$ cat src/rtl/opb_arb_pkg.sv
// Shared types and constants for the two-master OPB arbiter.
package opb_arb_pkg;

  // Transfer sequencing states.
  typedef enum logic [1:0] {
    ST_IDLE  = 2'd0,
    ST_ISSUE = 2'd1,
    ST_WAIT  = 2'd2,
    ST_DONE  = 2'd3
  } arb_state_e;

  // Master identifiers as carried on GNT_ID.
  localparam logic M0_ID = 1'b0;
  localparam logic M1_ID = 1'b1;

  // Default decoder read latency and latency counter width.
  localparam int RD_LATENCY_DEF = 1;
  localparam int CNT_W          = 4;

  // The master that gets priority after the given owner has been served.
  function automatic logic other_id(input logic id);
    return ~id;
  endfunction

endpackage

$ cat src/rtl/opb_master_arbiter_if.sv
// Bundle of master request/response signals and decoder bus signals.
interface opb_master_arbiter_if #(
  parameter int ADDR_W = 32,
  parameter int DATA_W = 32
) ();

  logic              m0_req;
  logic              m0_we;
  logic [ADDR_W-1:0] m0_addr;
  logic [DATA_W-1:0] m0_wdata;
  logic              m0_ack;
  logic [DATA_W-1:0] m0_rdata;

  logic              m1_req;
  logic              m1_we;
  logic [ADDR_W-1:0] m1_addr;
  logic [DATA_W-1:0] m1_wdata;
  logic              m1_ack;
  logic [DATA_W-1:0] m1_rdata;

  logic              dec_re;
  logic              dec_we;
  logic [ADDR_W-1:0] dec_addr;
  logic [DATA_W-1:0] dec_di;
  logic [DATA_W-1:0] dec_do;

  logic              busy;
  logic              gnt_id;

  // Arbiter side: takes requests and decoder read data, drives everything else.
  modport slave (
    input  m0_req, m0_we, m0_addr, m0_wdata,
    input  m1_req, m1_we, m1_addr, m1_wdata,
    input  dec_do,
    output m0_ack, m0_rdata, m1_ack, m1_rdata,
    output dec_re, dec_we, dec_addr, dec_di,
    output busy, gnt_id
  );

  // Environment side: masters plus decoder.
  modport master (
    output m0_req, m0_we, m0_addr, m0_wdata,
    output m1_req, m1_we, m1_addr, m1_wdata,
    output dec_do,
    input  m0_ack, m0_rdata, m1_ack, m1_rdata,
    input  dec_re, dec_we, dec_addr, dec_di,
    input  busy, gnt_id
  );

endinterface

$ cat src/rtl/rr_arb2.sv
// Two-request round-robin pick. The pointer names the master that wins a tie;
// the pointer register itself is owned by the parent.
module rr_arb2
  import opb_arb_pkg::*;
(
  input  logic req0_i,
  input  logic req1_i,
  input  logic ptr_i,
  output logic gnt_o,
  output logic id_o
);

  // Grant whenever anyone asks; tie goes to the pointer's master.
  always_comb begin
    gnt_o = req0_i | req1_i;
    id_o  = M0_ID;
    if (req0_i && req1_i) begin
      id_o = ptr_i;
    end else if (req1_i) begin
      id_o = M1_ID;
    end else begin
      id_o = M0_ID;
    end
  end

endmodule

$ cat src/rtl/opb_master_arbiter.sv
// Two-master OPB front end: round-robin selects M0 or M1, issues one
// single-beat access to the address decoder, waits the read latency,
// captures DEC_DO and returns it with a one-cycle ACK.
module opb_master_arbiter
  import opb_arb_pkg::*;
#(
  parameter int ADDR_W     = 32,
  parameter int DATA_W     = 32,
  parameter int RD_LATENCY = RD_LATENCY_DEF
) (
  input  logic                 OPB_CLK,
  input  logic                 OPB_RST,
  opb_master_arbiter_if.slave  bus
);

  localparam logic [CNT_W-1:0] LAT_LOAD = CNT_W'(RD_LATENCY);
  localparam logic [CNT_W-1:0] CNT_ONE  = CNT_W'(1);

  arb_state_e        state_q;
  logic              ptr_q;
  logic              gnt_id_q;
  logic              we_q;
  logic              busy_q;
  logic [CNT_W-1:0]  cnt_q;
  logic              dec_re_q;
  logic              dec_we_q;
  logic [ADDR_W-1:0] dec_addr_q;
  logic [DATA_W-1:0] dec_di_q;
  logic              m0_ack_q;
  logic              m1_ack_q;
  logic [DATA_W-1:0] m0_rdata_q;
  logic [DATA_W-1:0] m1_rdata_q;

  logic              arb_gnt_s;
  logic              arb_id_s;
  logic              win_we_s;
  logic [ADDR_W-1:0] win_addr_s;
  logic [DATA_W-1:0] win_wdata_s;

  rr_arb2 u_rr_arb2 (
    .req0_i (bus.m0_req),
    .req1_i (bus.m1_req),
    .ptr_i  (ptr_q),
    .gnt_o  (arb_gnt_s),
    .id_o   (arb_id_s)
  );

  // Route the winning master's command fields toward the latch.
  always_comb begin
    win_we_s    = bus.m0_we;
    win_addr_s  = bus.m0_addr;
    win_wdata_s = bus.m0_wdata;
    if (arb_id_s == M1_ID) begin
      win_we_s    = bus.m1_we;
      win_addr_s  = bus.m1_addr;
      win_wdata_s = bus.m1_wdata;
    end else begin
      win_we_s    = bus.m0_we;
      win_addr_s  = bus.m0_addr;
      win_wdata_s = bus.m0_wdata;
    end
  end

  // Transfer sequencer; all bus-visible outputs are registered here so the
  // strobe and ACK land exactly in the ISSUE and DONE cycles.
  always_ff @(posedge OPB_CLK) begin
    if (OPB_RST) begin
      state_q    <= ST_IDLE;
      ptr_q      <= M0_ID;
      gnt_id_q   <= M0_ID;
      we_q       <= 1'b0;
      busy_q     <= 1'b0;
      cnt_q      <= '0;
      dec_re_q   <= 1'b0;
      dec_we_q   <= 1'b0;
      dec_addr_q <= '0;
      dec_di_q   <= '0;
      m0_ack_q   <= 1'b0;
      m1_ack_q   <= 1'b0;
      m0_rdata_q <= '0;
      m1_rdata_q <= '0;
    end else begin
      // Strobes and ACKs are single-cycle pulses.
      dec_re_q <= 1'b0;
      dec_we_q <= 1'b0;
      m0_ack_q <= 1'b0;
      m1_ack_q <= 1'b0;
      case (state_q)
        ST_IDLE: begin
          if (arb_gnt_s) begin
            gnt_id_q   <= arb_id_s;
            we_q       <= win_we_s;
            dec_addr_q <= win_addr_s;
            dec_di_q   <= win_wdata_s;
            dec_re_q   <= ~win_we_s;
            dec_we_q   <= win_we_s;
            busy_q     <= 1'b1;
            state_q    <= ST_ISSUE;
          end
        end
        ST_ISSUE: begin
          if (we_q) begin
            // Writes complete without waiting on the decoder.
            dec_addr_q <= '0;
            dec_di_q   <= '0;
            m0_ack_q   <= (gnt_id_q == M0_ID);
            m1_ack_q   <= (gnt_id_q == M1_ID);
            state_q    <= ST_DONE;
          end else begin
            cnt_q   <= LAT_LOAD;
            state_q <= ST_WAIT;
          end
        end
        ST_WAIT: begin
          cnt_q <= cnt_q - CNT_ONE;
          // Counter at one marks the cycle DEC_DO is valid; <= also
          // guards against an out-of-range zero latency hanging here.
          if (cnt_q <= CNT_ONE) begin
            if (gnt_id_q == M1_ID) begin
              m1_rdata_q <= bus.dec_do;
            end else begin
              m0_rdata_q <= bus.dec_do;
            end
            dec_addr_q <= '0;
            dec_di_q   <= '0;
            m0_ack_q   <= (gnt_id_q == M0_ID);
            m1_ack_q   <= (gnt_id_q == M1_ID);
            state_q    <= ST_DONE;
          end
        end
        ST_DONE: begin
          ptr_q   <= other_id(gnt_id_q);
          busy_q  <= 1'b0;
          state_q <= ST_IDLE;
        end
        default: begin
          busy_q  <= 1'b0;
          state_q <= ST_IDLE;
        end
      endcase
    end
  end

  assign bus.dec_re   = dec_re_q;
  assign bus.dec_we   = dec_we_q;
  assign bus.dec_addr = dec_addr_q;
  assign bus.dec_di   = dec_di_q;
  assign bus.m0_ack   = m0_ack_q;
  assign bus.m1_ack   = m1_ack_q;
  assign bus.m0_rdata = m0_rdata_q;
  assign bus.m1_rdata = m1_rdata_q;
  assign bus.busy     = busy_q;
  assign bus.gnt_id   = gnt_id_q;

endmodule

$ cat src/flat_wrapper.sv
// flat-port wrapper written by rule: the top's interface ports become plain ports
module opb_master_arbiter_flat import opb_arb_pkg::*;
#(
  parameter int ADDR_W     = 32,
  parameter int DATA_W     = 32,
  parameter int RD_LATENCY = RD_LATENCY_DEF
)
  (OPB_CLK, OPB_RST, bus_m0_req, bus_m0_we, bus_m0_addr, bus_m0_wdata, bus_m1_req, bus_m1_we, bus_m1_addr, bus_m1_wdata, bus_dec_do, bus_m0_ack, bus_m0_rdata, bus_m1_ack, bus_m1_rdata, bus_dec_re, bus_dec_we, bus_dec_addr, bus_dec_di, bus_busy, bus_gnt_id);
  opb_master_arbiter_if #(.ADDR_W(ADDR_W), .DATA_W(DATA_W)) bus_i ();
  input  logic OPB_CLK;
  input  logic OPB_RST;
  input wire logic [$bits(bus_i.m0_req)-1:0] bus_m0_req;
  input wire logic [$bits(bus_i.m0_we)-1:0] bus_m0_we;
  input wire logic [$bits(bus_i.m0_addr)-1:0] bus_m0_addr;
  input wire logic [$bits(bus_i.m0_wdata)-1:0] bus_m0_wdata;
  input wire logic [$bits(bus_i.m1_req)-1:0] bus_m1_req;
  input wire logic [$bits(bus_i.m1_we)-1:0] bus_m1_we;
  input wire logic [$bits(bus_i.m1_addr)-1:0] bus_m1_addr;
  input wire logic [$bits(bus_i.m1_wdata)-1:0] bus_m1_wdata;
  input wire logic [$bits(bus_i.dec_do)-1:0] bus_dec_do;
  output wire logic [$bits(bus_i.m0_ack)-1:0] bus_m0_ack;
  output wire logic [$bits(bus_i.m0_rdata)-1:0] bus_m0_rdata;
  output wire logic [$bits(bus_i.m1_ack)-1:0] bus_m1_ack;
  output wire logic [$bits(bus_i.m1_rdata)-1:0] bus_m1_rdata;
  output wire logic [$bits(bus_i.dec_re)-1:0] bus_dec_re;
  output wire logic [$bits(bus_i.dec_we)-1:0] bus_dec_we;
  output wire logic [$bits(bus_i.dec_addr)-1:0] bus_dec_addr;
  output wire logic [$bits(bus_i.dec_di)-1:0] bus_dec_di;
  output wire logic [$bits(bus_i.busy)-1:0] bus_busy;
  output wire logic [$bits(bus_i.gnt_id)-1:0] bus_gnt_id;
  assign bus_i.m0_req = bus_m0_req;
  assign bus_i.m0_we = bus_m0_we;
  assign bus_i.m0_addr = bus_m0_addr;
  assign bus_i.m0_wdata = bus_m0_wdata;
  assign bus_i.m1_req = bus_m1_req;
  assign bus_i.m1_we = bus_m1_we;
  assign bus_i.m1_addr = bus_m1_addr;
  assign bus_i.m1_wdata = bus_m1_wdata;
  assign bus_i.dec_do = bus_dec_do;
  assign bus_m0_ack = bus_i.m0_ack;
  assign bus_m0_rdata = bus_i.m0_rdata;
  assign bus_m1_ack = bus_i.m1_ack;
  assign bus_m1_rdata = bus_i.m1_rdata;
  assign bus_dec_re = bus_i.dec_re;
  assign bus_dec_we = bus_i.dec_we;
  assign bus_dec_addr = bus_i.dec_addr;
  assign bus_dec_di = bus_i.dec_di;
  assign bus_busy = bus_i.busy;
  assign bus_gnt_id = bus_i.gnt_id;
  opb_master_arbiter #(.ADDR_W(ADDR_W), .DATA_W(DATA_W), .RD_LATENCY(RD_LATENCY)) u_core (.OPB_CLK(OPB_CLK), .OPB_RST(OPB_RST), .bus(bus_i));
endmodule
$ cat config.mk
export PLATFORM = sky130hd
export DESIGN_NAME = opb_master_arbiter_flat
export DESIGN_NICKNAME = d
export VERILOG_FILES = /design/src/rtl/opb_arb_pkg.sv /design/src/rtl/opb_master_arbiter_if.sv /design/src/rtl/rr_arb2.sv /design/src/rtl/opb_master_arbiter.sv /design/src/flat_wrapper.sv
export SDC_FILE = /design/constraint.sdc
export NUM_CORES = 1
export LEC_CHECK = 0
export CAP_MARGIN = 25
export CORE_MARGIN = 2
export CORE_UTILIZATION = 38
export CTS_CLUSTER_SIZE = 24
export DETAILED_ROUTE_END_ITERATION = 16
export GPL_TIMING_DRIVEN = 0
export PLACE_DENSITY_LB_ADDON = 0.25
export SYNTH_ARGS = -nofsm -noshare
export SYNTH_HDL_FRONTEND = slang
export SYNTH_SLANG_ARGS = --single-unit
$ cat constraint.sdc
create_clock -name OPB_CLK -period 1.9 [get_ports OPB_CLK]
set_input_delay 0.38 -clock OPB_CLK [delete_from_list [all_inputs] [get_ports OPB_CLK]]
set_output_delay 0.38 -clock OPB_CLK [all_outputs]
set_load 0.05 [all_outputs]
* Word-level counts from Yosys, hierarchy flattened
Index checks and enable logic that the tools add are counted.
Storage, ports and cells: bits in registers 142, input bits 166, output and inout port bits 134, word-level logic and storage cells 66
Operators by class: add/sub/neg operators 1, order comparisons 1, eq/ne operators 7, mux-type cells 25, bitwise gates (word level) 5, reduce and logical (&&, ||, !) cells 13
Operators with widths (count):
- 32-bit 2-to-1 mux | 6
- 32-bit case mux with 3 select lines | 2
- 1-bit 2-to-1 mux | 9
- 2-bit case mux with 4 select lines | 1
- 4-bit case mux with 2 select lines | 1
- 2-bit AND reduction | 4
- 2-bit by 1-bit inequality test with 1-bit output (second input constant) | 3
- 1-bit case mux with 2 select lines | 3
- 3-bit AND reduction | 2
- 2-bit equality test (second input constant) | 2
- 4-bit by 1-bit less-or-equal comparator with 1-bit output (second input constant) | 1
- 2-bit 2-to-1 mux | 2
- 4-bit 2-to-1 mux | 1
- 1-bit inverter | 4
- 4-bit AND reduction | 1
- 2-bit nonzero test | 2
- 4-bit by 1-bit subtractor with 4-bit output (second input constant) | 1
- 3-bit nonzero test | 1
- 3-bit OR reduction | 1
- 2-bit by 1-bit equality test with 1-bit output (second input constant) | 1
- 2-bit logical NOT | 1
- 2-bit inequality test (second input constant) | 1
- 1-bit logical AND | 1
- 1-bit OR | 1

* Longest topological paths before layout
Gate-level depths: netlist of run 1.
depth in word-level cells 5, depth in mapped cells 8, gate-level depth less buffers 6

* By module
From an unflattened synthesis of run 1, not the netlist that was laid out.
Second synthesis, totals: cell total of the unflattened synthesis 711, area total of the unflattened synthesis 6382.4 µm²
Modules (own cells, without submodules):
- opb_master_arbiter | instances 1, cells each 708, area an instance 6364.9 µm², sequential area each 2842.7 µm²
- rr_arb2 | instances 1, cells each 3, area an instance 17.5 µm², sequential area each 0.0 µm²

* Worst setup path after synthesis of run 1
OpenSTA, ideal clock, no wires.
path type register -> register, start register u_core.state_q[0], end register u_core.dec_addr_q[24], in the netlist u_core.bus.dec_addr[24], setup time 0.070 ns, data arrival time 1.824 ns, required time 1.830 ns, path slack 0.006 ns, cell stages (with the launch flop) 7, path buffers 1, clock period less this slack 1.894 ns, cell sequence dfxtp_1 > inv_1 > ha_1 > nor4_4 > buf_6 > o211ai_2 > a21oi_2
On the way: cells in the longest elaborated chain, start to end 3, elaborated cells on any way between the ends 9, classes of those cells eq/ne: 5; mux: 1; reduce/logical: 3
RTL lines:
- from (decl) | RTL line opb_master_arbiter.sv:19 | arb_state_e state_q;
- from (signal assigned) | RTL line opb_master_arbiter.sv:68 | state_q <= ST_IDLE;
- from (signal assigned) | RTL line opb_master_arbiter.sv:98 | state_q <= ST_ISSUE;
- from (signal assigned) | RTL line opb_master_arbiter.sv:108 | state_q <= ST_DONE;
- 2-bit equality test (tied with other cells) | RTL line opb_master_arbiter.sv:88 | case (state_q)
- 2-bit by 1-bit inequality test with 1-bit output (no source line) or 3-bit nonzero test (tied branches)
- 4-bit AND reduction (no source line)
- to (signal assigned) | RTL line opb_master_arbiter.sv:93 | dec_addr_q <= win_addr_s;
- to (decl) | RTL line opb_master_arbiter.sv:27 | logic [ADDR_W-1:0] dec_addr_q;
Parallel ways exist; a longest one is shown, timed or not. A chain may end at the register's enable or synchronous reset.

* Worst setup path in the final report of run 1
start register u_core.state_q[1], end register u_core.dec_di_q[7], in the netlist u_core.bus.dec_di[7]
On the way: cells in the longest elaborated chain, start to end 3, elaborated cells on any way between the ends 9, classes of those cells eq/ne: 5; mux: 1; reduce/logical: 3
RTL lines:
- 2-bit equality test (tied with other cells) | RTL line opb_master_arbiter.sv:88
- 2-bit by 1-bit inequality test with 1-bit output (no source line) or 3-bit nonzero test (tied branches)
- 4-bit AND reduction (no source line)
- to (signal assigned) | RTL line opb_master_arbiter.sv:94 | dec_di_q <= win_wdata_s;
- to (decl) | RTL line opb_master_arbiter.sv:28 | logic [DATA_W-1:0] dec_di_q;
Parallel ways exist; a longest one is shown, timed or not.

==> impl_metrics.env, run 1 <==
export IMPL_worst_slack_ps=21.8
export IMPL_end_kind="register"
export IMPL_hold_viol=0
export IMPL_pwr_share_clk=0.236
export IMPL_drt_iter0_drc=314
export IMPL_start_kind="register"
export IMPL_clk_pin_slew_ps=70
export IMPL_wl_per_cell_um=18.5
export IMPL_gp_congestion=0.862
export IMPL_die_h_um=138
export IMPL_viasPerCell=5.30
export IMPL_finalCriticalPeriod_ps=1880
export IMPL_r2r_setup_slack_ps=20
export IMPL_grt_max_degree=17
export IMPL_root_buffer="clkbuf_16"
export IMPL_synthTopCellsByCount="dfxtp_1, nand2_1, a21oi_1, o21ai_1"
export IMPL_critPathSlowestCell="or3_4"
export IMPL_finalSetupTns_ps=0
export IMPL_drv_slew=0
export IMPL_grtUsageMet1=0.296
export IMPL_synth_fp_nets=981
export IMPL_postPlaceCellArea_um2=10000
export IMPL_cp_top_family="simple AND/OR/NAND/NOR gates"
export IMPL_drv_cap=0
export IMPL_grt_pass1_vias=7082
export IMPL_grt_pass1_wl_um=37700
export IMPL_dp_hpwl_um=18900
export IMPL_synth_area_um2=6780
export IMPL_syn_to_final_growth_pct=61.5
export IMPL_pwr_share_seq=0.258
export IMPL_max_vdd_ir_drop_mv=0.703
export IMPL_leakagePower_nw=4.56
export IMPL_dp_slack_ps=-874
export IMPL_synth_seq_cells=142
export IMPL_combPwrFrac=0.506
export IMPL_initial_core_util=0.391
export IMPL_synth_largest_area_cell="dfxtp_1"
export IMPL_synthDistinctLibCells=41
export IMPL_p_int_mw=8.83
export IMPL_cp_max_fo=10
export IMPL_power_switching_mw=6.98
export IMPL_worst_slew_pin_slew_ps=772
export IMPL_ys_warn_count=0
export IMPL_power_mw=15.8
export IMPL_nFillCells=1588
export IMPL_ys_top_cells_by_area="dfxtp_1, a21oi_1, nand2_1, a21boi_0, and3_1"
export IMPL_ant_nets=0
export IMPL_core_um2=17400
export IMPL_synth_top_area_share=0.419
export IMPL_cts_sinks=142
export IMPL_die_w_um=138
export IMPL_cts_buffers=17
export IMPL_gr_total_overflow=0
export IMPL_worstSkewPairLatency_ps=430
export IMPL_antenna_found_initial=5
export IMPL_yosysMostFrequentCell="dfxtp_1"
export IMPL_clock_skew_ps=11.3
export IMPL_status="finished clean"
export IMPL_p_per_area_nw_per_um2=1440
export IMPL_path_buf_inv=3
export IMPL_drive_above_1_share=0.175
export IMPL_wl_um=25300
export IMPL_rsz0062_at_grt="true"
export IMPL_portBuffers=298
export IMPL_fmax_mhz=532
export IMPL_cts_tree="built"
export IMPL_timing_critical_path_arrival_ps=2170
export IMPL_critPathRequiredTime_ps=2190
export IMPL_hold_buffers=0
export IMPL_synth_ff_type="dfxtp_1"
export IMPL_avgSynthCellArea_um2=8.40
export IMPL_grt_usage=0.260
export IMPL_hp_class="in2reg"
export IMPL_htreeDepth=4
export IMPL_cpPeakStageDelay_ps=460
export IMPL_path_class="reg2reg"
export IMPL_synth_edf_count=0
export IMPL_nNetsFinal=1303
export IMPL_finalCritPeriodShare=0.989
export IMPL_cp_cell_sequence="buf_4 > ha_1 > or3_4 > buf_8 > buf_6 > o21ai_1 > a21oi_2"
export IMPL_io_pins=300
export IMPL_cts_buffer_depth=2
export IMPL_dieArea_um2=18900
export IMPL_dr_pass1_iters=5
export IMPL_post_place_cells=1331
export IMPL_final_cells=1371
export IMPL_slew_headroom=0.485
export IMPL_async_flop_share=0
export IMPL_design_area_um2=11000
export IMPL_setup_viol=0
export IMPL_grt_use_met2=0.443
export IMPL_grt_most_used_layer="met2"
export IMPL_seq_area_frac_synth=0.419
export IMPL_fp_row_count=48
export IMPL_num_vias=7269
export IMPL_grtUsageMet3=0.0990
export IMPL_synthCells=808
export IMPL_sw_frac_of_total=0.442
export IMPL_drc_errors=0
worst register-to-register path, stage by stage (launching register included):
cell     delay, ps
dfxtp_2        340
buf_4          130
ha_1           260
or3_4          460
buf_8          170
buf_6          150
o21ai_1        170
a21oi_2         60
path summary, 6_finish.rpt:
| check | start | end | cells past startpoint |
|---|---|---|---|
| setup / recovery | u_core.state_q[1]$_SDFFE_PP0P_ | u_core.bus.dec_di[7]$_SDFFE_PP0P_ | 7 |
| hold reg to reg | u_core.bus.m0_rdata[30]$_SDFFE_PP0P_ | u_core.bus.m0_rdata[30]$_SDFFE_PP0P_ | 2 |
| hold / removal | OPB_RST | u_core.bus.m1_ack$_SDFF_PP0_ | 2 |
| setup reg to reg | u_core.state_q[1]$_SDFFE_PP0P_ | u_core.bus.dec_di[7]$_SDFFE_PP0P_ | 7 |
sequential cells by signal, indices dropped and copies added, names as in the netlist, 2 cells and up:
signal and count:
u_core.bus.m0_rdata 32, u_core.bus.m1_rdata 32, u_core.bus.dec_addr 32, u_core.cnt_q 4, u_core.state_q 2, u_core.bus.dec_di 32
placed cells by master, fill, tap and decap left out, types with 2 or more instances in the layout:
cell type	instances
a211oi_1	5
a21boi_0	64
a21oi_1	101
a21oi_2	30
and3_1	64
buf_1	4
buf_2	4
buf_4	7
buf_6	21
bufinv_16	5
clkbuf_1	30
clkbuf_16	17
clkbuf_2	15
clkbuf_4	10
clkdlybuf4s50_1	163
clkinv_4	2
clkinvlp_4	3
dfxtp_1	140
diode_2	3
dlygate4sd2_1	133
ha_1	4
ha_2	2
inv_1	2
inv_6	3
nand2_1	133
nor2_1	9
nor2b_1	2
nor3_1	3
o211ai_1	35
o211ai_2	30
o21ai_0	2
o21ai_1	36
o21ai_2	31
layer usage:
layer,share of wire,up-vias
met5,0.0010,-
met4,0.024,4
met3,0.10,44
met2,0.48,308
met1,0.40,3383
li1,-,3530
power by group through the flow:
stage	registers [mW]	clock network [mW]	logic, mW
3_5_place_dp	4.08	0	7.64
2_1_floorplan	6.07	0	3.13
5_1_grt	4.14	3.91	8.44
3_3_place_gp	4.07	0	7.59
6_report	4.08	3.74	7.99
4_1_cts	4.02	3.78	7.58
cells by family (layout without fill, tap and decap cells):
| family | Yosys count | in the layout | share of synthesized area |
|---|---|---|---|
| AO/OA/AOI/OAI | 339 | 339 | 0.341 |
| AND/OR/NAND/NOR | 227 | 227 | 0.163 |
| other | 0 | 3 | 0 |
| buffers and inverters | 91 | 426 | 0.0603 |
| multiplexers | 2 | 2 | 0.00314 |
| adder cells (fa/ha/maj) | 7 | 7 | 0.0129 |
| flip-flops | 142 | 142 | 0.419 |
per-stage QoR:
step	utilization	hold WS, ps
finish	0.631	373
global route	0.631	421
CTS	0.616	350
detailed placement	0.579	446
global placement	0.579	441
floorplan	-	466
layout make-up:
class / count / area [um^2] / area share
multi-input combinational: 575 / 3710 / 0.339
clock buffer: 17 / 425 / 0.0388
tap: 225 / 282 / 0.0257
sequential: 142 / 2850 / 0.260
antenna: 3 / 7.51 / 0.000685
inverter: 4 / 17.5 / 0.00160
clock inverter: 15 / 233 / 0.0212
timing repair buffer: 305 / 2880 / 0.262
buffer: 85 / 557 / 0.0508
what timing repair did:
item,CTS,global route
pin swaps,1,4
setup endpoints to repair,266,131
setup buffers,1,5
resized for setup,190,94
cloned,0,1
Note: power is estimated with default switching activity, not from simulation.
==> run 2, diff against run 1 <==
Settings changed: ABC_CLOCK_PERIOD_IN_PS from default to 1900.
==> results of run 2 <==
The final DEF is identical to that of run 1; final timing and power are the same.
